--- src/rtl/mult_div_unit.sv ---
// mult_div_unit: iterative multiply/divide unit that owns the HI/LO registers.
// MULT/MULTU use shift-add on a 64-bit accumulator. DIV/DIVU use restoring
// shift-subtract division. Every operation takes a fixed 33 cycles after
// start: 32 iterations followed by one sign-fix/commit cycle.
module mult_div_unit #(
    parameter int WIDTH = 32
) (
    input  logic             clk,
    input  logic             reset,
    input  logic             start,
    input  logic [1:0]       op,
    input  logic [WIDTH-1:0] rs_data,
    input  logic [WIDTH-1:0] rt_data,
    input  logic             mthi,
    input  logic             mtlo,
    output logic [WIDTH-1:0] hi,
    output logic [WIDTH-1:0] lo,
    output logic             busy,
    output logic             done
);

    localparam int CW = $clog2(WIDTH);
    localparam logic [CW-1:0] LAST_ITER = CW'(WIDTH - 1);

    typedef enum logic [1:0] {
        IDLE,
        CALC,
        FIX
    } state_t;

    state_t state;
    state_t state_next;

    // Operation context, captured when start is accepted in IDLE.
    logic             is_div_q;
    logic             neg_a;
    logic             neg_b;
    logic             div_zero;
    logic [WIDTH-1:0] a_q;
    logic [WIDTH-1:0] b_q;
    logic [CW-1:0]    cnt;

    // Working pair.
    // Multiply: {partial product, multiplier shifting out}.
    // Divide:   {partial remainder, dividend shifting into the quotient}.
    logic [WIDTH-1:0] work_hi;
    logic [WIDTH-1:0] work_lo;

    // Start-time operand conditioning.
    logic             op_signed;
    logic [WIDTH-1:0] rs_abs;
    logic [WIDTH-1:0] rt_abs;

    // One-iteration results.
    logic [WIDTH:0]   mul_sum;
    logic [WIDTH:0]   div_shift;
    logic [WIDTH-1:0] div_sub;
    logic             div_ok;
    logic [WIDTH-1:0] iter_hi;
    logic [WIDTH-1:0] iter_lo;

    // Sign-corrected results written during FIX.
    logic [2*WIDTH-1:0] prod_raw;
    logic [2*WIDTH-1:0] prod_fix;
    logic [WIDTH-1:0]   quot_fix;
    logic [WIDTH-1:0]   rem_fix;
    logic [WIDTH-1:0]   commit_hi;
    logic [WIDTH-1:0]   commit_lo;

    assign busy = (state != IDLE);

    // Signed ops iterate on magnitudes; the sign flags are re-applied in FIX.
    always_comb begin
        op_signed = ~op[0];
        rs_abs    = (op_signed && rs_data[WIDTH-1]) ? (~rs_data + 1'b1) : rs_data;
        rt_abs    = (op_signed && rt_data[WIDTH-1]) ? (~rt_data + 1'b1) : rt_data;
    end

    // One shift-add or restoring shift-subtract step on the working pair.
    always_comb begin
        mul_sum   = {1'b0, work_hi} + (work_lo[0] ? {1'b0, a_q} : '0);
        div_shift = {work_hi, work_lo[WIDTH-1]};
        div_ok    = (div_shift >= {1'b0, b_q});
        div_sub   = div_shift[WIDTH-1:0] - b_q;
        if (is_div_q) begin
            iter_hi = div_ok ? div_sub : div_shift[WIDTH-1:0];
            iter_lo = {work_lo[WIDTH-2:0], div_ok};
        end else begin
            iter_hi = mul_sum[WIDTH:1];
            iter_lo = {mul_sum[0], work_lo[WIDTH-1:1]};
        end
    end

    // Sign correction and the divide-by-zero override for the commit values.
    always_comb begin
        prod_raw = {work_hi, work_lo};
        prod_fix = (neg_a ^ neg_b) ? (~prod_raw + 1'b1) : prod_raw;
        quot_fix = (neg_a ^ neg_b) ? (~work_lo + 1'b1) : work_lo;
        rem_fix  = neg_a ? (~work_hi + 1'b1) : work_hi;
        if (is_div_q) begin
            // With a zero divisor the remainder ends up as |rs|, so re-signing
            // it gives back the original rs value; the quotient is forced.
            commit_hi = rem_fix;
            commit_lo = div_zero ? '1 : quot_fix;
        end else begin
            commit_hi = prod_fix[2*WIDTH-1:WIDTH];
            commit_lo = prod_fix[WIDTH-1:0];
        end
    end

    // State register.
    always_ff @(posedge clk or negedge reset) begin
        if (!reset) begin
            state <= IDLE;
        end else begin
            state <= state_next;
        end
    end

    // Next-state logic: launch on start, 32 iterations, then a single fix cycle.
    always_comb begin
        state_next = state;
        case (state)
            IDLE:    if (start) state_next = CALC;
            CALC:    if (cnt == LAST_ITER) state_next = FIX;
            FIX:     state_next = IDLE;
            default: state_next = IDLE;
        endcase
    end

    // Operand capture at launch and the iteration datapath while calculating.
    always_ff @(posedge clk or negedge reset) begin
        if (!reset) begin
            is_div_q <= 1'b0;
            neg_a    <= 1'b0;
            neg_b    <= 1'b0;
            div_zero <= 1'b0;
            a_q      <= '0;
            b_q      <= '0;
            cnt      <= '0;
            work_hi  <= '0;
            work_lo  <= '0;
        end else begin
            case (state)
                IDLE: begin
                    if (start) begin
                        is_div_q <= op[1];
                        neg_a    <= op_signed & rs_data[WIDTH-1];
                        neg_b    <= op_signed & rt_data[WIDTH-1];
                        div_zero <= (rt_data == '0);
                        a_q      <= rs_abs;
                        b_q      <= rt_abs;
                        cnt      <= '0;
                        work_hi  <= '0;
                        work_lo  <= op[1] ? rs_abs : rt_abs;
                    end
                end
                CALC: begin
                    work_hi <= iter_hi;
                    work_lo <= iter_lo;
                    cnt     <= cnt + 1'b1;
                end
                default: begin
                end
            endcase
        end
    end

    // HI/LO: committed in FIX; mthi/mtlo writes are honoured only while idle.
    always_ff @(posedge clk or negedge reset) begin
        if (!reset) begin
            hi <= '0;
            lo <= '0;
        end else if (state == FIX) begin
            hi <= commit_hi;
            lo <= commit_lo;
        end else if (state == IDLE) begin
            if (mthi) hi <= rs_data;
            if (mtlo) lo <= rs_data;
        end
    end

    // Done pulses for the single cycle that follows the commit.
    always_ff @(posedge clk or negedge reset) begin
        if (!reset) begin
            done <= 1'b0;
        end else begin
            done <= (state == FIX);
        end
    end

endmodule

--- config.mk ---
export PLATFORM = sky130hd
export DESIGN_NAME = mult_div_unit
export DESIGN_NICKNAME = d
export VERILOG_FILES = /design/src/rtl/mult_div_unit.sv
export SDC_FILE = /design/constraint.sdc
export NUM_CORES = 1
export LEC_CHECK = 0
export CORE_UTILIZATION = 30
export CTS_CLUSTER_SIZE = 40
export DETAILED_ROUTE_END_ITERATION = 7
export GPL_ROUTABILITY_DRIVEN = 1
export HOLD_SLACK_MARGIN = 0.05
export SLEW_MARGIN = 20
export SYNTH_ARGS = -nofsm -noshare
export SYNTH_HDL_FRONTEND = slang
export SYNTH_SLANG_ARGS = --single-unit
--- constraint.sdc ---
create_clock -name clk -period 3.8 [get_ports clk]
set_clock_uncertainty 0.1 [all_clocks]
set_input_delay 0.38 -clock clk [delete_from_list [all_inputs] [get_ports clk]]
set_output_delay 0.38 -clock clk [all_outputs]
set_load 0.005 [all_outputs]
==> results.tsv <==
metric	value	unit
share of Yosys cell area claimed by the top area cell type	0.327	
mean instance size in the synthesized netlist	8.07	µm²
final setup margin	132	ps
number of cell rows	83	
Buffers on Ports	136	
dpl cell area	0.0187	mm²
net count after synthesis	2076	
Max Clock Freq	0.273	GHz
number of antenna violations at the first check in global routing	1	
net switching power figure	8990	µW
most common cell after layout, fill and taps aside	sky130_fd_sc_hd__nand2_1	
share of flip-flops with an asynchronous set or reset	1.00	
remaining antenna violation count after routing	0	
Worst EP required	4110	ps
worst hold path type	input pin to asynchronous set/reset pin	
count of endpoints failing hold in the final timing report	0	
Util after Layout	0.382	
fraction of final layout cells sized beyond drive strength 1	0.112	
DR vias/cell	5.52	
fraction of power spent switching nets	0.468	
CTS tree	done	
max_cap viols	0	
count of final max-slew check failures	0	
fraction of power consumed by combinational cells	0.637	
clock transition at the register clock pins on the worst setup and hold paths after CTS	60	ps
number of buffers created by CTS	25	
drt wl/cell	21.6	µm
clock power share	0.135	
x dimension of the die	230	µm
routability cong.	0.980	
WP data arrival	3980	ps
leading post-synthesis cells by cell area	sky130_fd_sc_hd__dfrtp_1 33%, sky130_fd_sc_hd__o21ai_0 7.3%, sky130_fd_sc_hd__nand2_1 6.0%	
Final HPWL DP	48700	µm
proportion of synthesized chip area in sequential cells	0.327	
Max H-tree Level	1	
worst skew pair latency	560	ps
final antenna diode count	0	
most instantiated flip-flop cell in the synthesis netlist	sky130_fd_sc_hd__dfrtp_1	
final layout net count	2285	
overflow left after global routing	0	
number of warnings reported in the yosys synthesis log	0	
biggest cell delay along the critical path	420	ps
unrepaired setup endpoints after global routing	false	
Sinks on Clock Net	204	
largest area contributor in the netlist	sky130_fd_sc_hd__dfrtp_1	
number of remaining DRC errors	0	
vias in the first global route	15100	
count of flip-flops with a built-in enable after synthesis	0	
run status	complete, no violations	
Setup crit start kind	flop	
y dimension of the die	230	µm
Pwr Density	979	mW/mm²
crit path kind	flop to flop	
summed instance area of the synthesized netlist	0.0156	mm²
All-Layer GR Usage	0.228	
first-pass iteration count of the detailed router	7	
register bit total from synthesis	204	
number of buffers inserted by post-CTS setup repair	0	
setup slack at placement	-222	ps
maximum vdd ir drop	0.000429	V
number of I/O pins	137	
type of element capturing the critical path	flop	
final std cell area, no fill	0.0196	mm²
count of routing violations after the opening detailed-route iteration	1451	
overall die area	0.0529	mm²
Clock Tree Root	sky130_fd_sc_hd__clkbuf_16	
starting density of the core	0.304	
Bufs and invs on worst path	3	
critical-path maximum fanout	3	
critical path, cell by cell	inv_1 -> ha_1 -> inv_1 -> fa_1 -> a211oi_1 -> o21ai_0 -> nand4_1 -> a41oi_1 -> a21oi_1 -> buf_4 -> nand2_1 -> xor2_1 -> a222oi_1 -> o21ai_0	
synthesis-to-finish area growth	25.7	%
setup tns final	0	ps
total wire length after detailed routing	61400	µm
leakage power summed over all cells	0.00838	µW
worst slew margin relative to its limit	0.330	
leading cell types in the layout, fill and taps excluded	247 x sky130_fd_sc_hd__nand2_1, 224 x sky130_fd_sc_hd__o21ai_0, 201 x sky130_fd_sc_hd__dfrtp_1	
number of fillers in the final layout	5276	
Final setup viols	0	
first-pass GRT wire length	92800	µm
total via count in the routed design	15700	
Synth Instances	1933	
pin count of the biggest net entering global routing	74	
CP max-delay cell	sky130_fd_sc_hd__fa_1	
largest buffer count on any clock path	3	
Largest delay share family, worst path	compound AO/OA/AOI/OAI gates	
internal cell power	10200	µW
slew at the pin closest to its max-slew limit	1000	ps
ratio of final minimum period to clock period	0.965	
sequential group share of total power	0.228	
CORE AREA	0.0513	mm²
library cells used by synthesis	77	
crit path time final	3670	ps
[Yosys cell counts (all sizes together) (5+ instances only)]
cell,number
nor2b,21
nand2b,22
nor2,107
o21bai,8
a221oi,8
nor3,37
nor4,10
o41ai,18
a31oi,28
buf,22
xnor2,81
or3,30
nand3,24
o31a,5
dfrtp,204
xor2,85
a211oi,22
o311ai,5
and3,18
and2,47
o21a,9
a22oi,15
clkbuf,93
o22ai,39
a21o,35
or4,12
a311oi,5
ha,70
or2,5
o21ai,235
a21oi,153
mux2i,47
nand2,248
inv,60
nand4,13
a21boi,6
o211ai,9
o31ai,19
[area by class of cell]
type                            instances  area (µm²)  area share
Tap cell                              680         851      0.0434
Inverter                               61         229      0.0117
Clock inverter                         12         149     0.00759
Timing Repair Buffer                  297        2650       0.135
Sequential cell                       204        5110       0.261
Clock buffer                           34         729      0.0372
Multi-Input combinational cell       1553        9890       0.504
[flip-flops by register name (all words and copies together), names as in the netlist]
register,flops
neg_a,1
b_q,32
a_q,32
work_hi,32
lo,32
work_lo,32
hi,32
neg_b,1
is_div_q,1
div_zero,1
done,1
cnt,5
state,2
[worst reg2reg max path, cell delays in order (launching register included)]
cell	delay [ps]
sky130_fd_sc_hd__dfrtp_1	390
sky130_fd_sc_hd__inv_1	200
sky130_fd_sc_hd__ha_1	220
sky130_fd_sc_hd__inv_1	50
sky130_fd_sc_hd__fa_1	420
sky130_fd_sc_hd__a211oi_1	300
sky130_fd_sc_hd__o21ai_0	270
sky130_fd_sc_hd__nand4_1	230
sky130_fd_sc_hd__a41oi_1	230
sky130_fd_sc_hd__a21oi_1	270
sky130_fd_sc_hd__buf_4	140
sky130_fd_sc_hd__nand2_1	50
sky130_fd_sc_hd__xor2_1	170
sky130_fd_sc_hd__a222oi_1	340
sky130_fd_sc_hd__o21ai_0	140
[stage by stage]
step	total power (µW)	hold WS (ps)	instances
global placement	16300	315	2793
global route	20700	315	2841
detailed placement	16400	322	2793
finish	19200	279	2841
floorplan	11800	-15.6	1933
CTS	19100	308	2840
[cells by family (layout without fill, tap and decap cells)]
kind of cell             Yosys count  count (layout)  synth area share
adder cells (fa/ha/maj)           72              72            0.0587
buffers and inverters            176             404            0.0430
flip-flops                       204             204             0.327
AO/OA/AOI/OAI                    655             655             0.257
AND/OR/NAND/NOR                  609             609             0.188
multiplexers                      51              51            0.0331
XOR/XNOR                         166             166            0.0932
[final timing paths]
kind                       depth (start not counted)  slack (ps)          end        start
max                                               14         130  work_hi[24]  work_lo[31]
min                                                2         280         done        reset
max reg2reg                                       14         130  work_hi[24]  work_lo[31]
min reg2reg                                        2         370      a_q[28]      a_q[28]
max in group asynchronous                          3        2320     is_div_q        reset
min in group clk                                   2         370      a_q[28]      a_q[28]
[routing by layer]
| layer | part of all wire | up-vias | global-route usage |
|---|---|---|---|
| met5 | 0.00068 | - | 0 |
| met4 | 0.047 | 2 | 0.0995 |
| met3 | 0.064 | 137 | 0.0392 |
| met1 | 0.42 | 7574 | 0.291 |
| li1 | - | 7405 | - |
| met2 | 0.47 | 558 | 0.375 |
[power groups by stage]
| stage | clock network, µW | registers (µW) | logic [µW] |
|---|---|---|---|
| 5_1_grt | 2720 | 4500 | 13400 |
| 4_1_cts | 2620 | 4350 | 12100 |
| 6_report | 2590 | 4370 | 12200 |
| 2_1_floorplan | 0 | 4010 | 7820 |
| 3_3_place_gp | 0 | 4360 | 11900 |
| 3_5_place_dp | 0 | 4380 | 12000 |
[timing repair]
action | in CTS | in global routing
hold buffers | 1 | 0
hold endpoints to repair | 59 | 0
gates resized for setup | 0 | 10
endpoints found under the setup margin | 0 | 14
(Power assumes the default switching activity.)
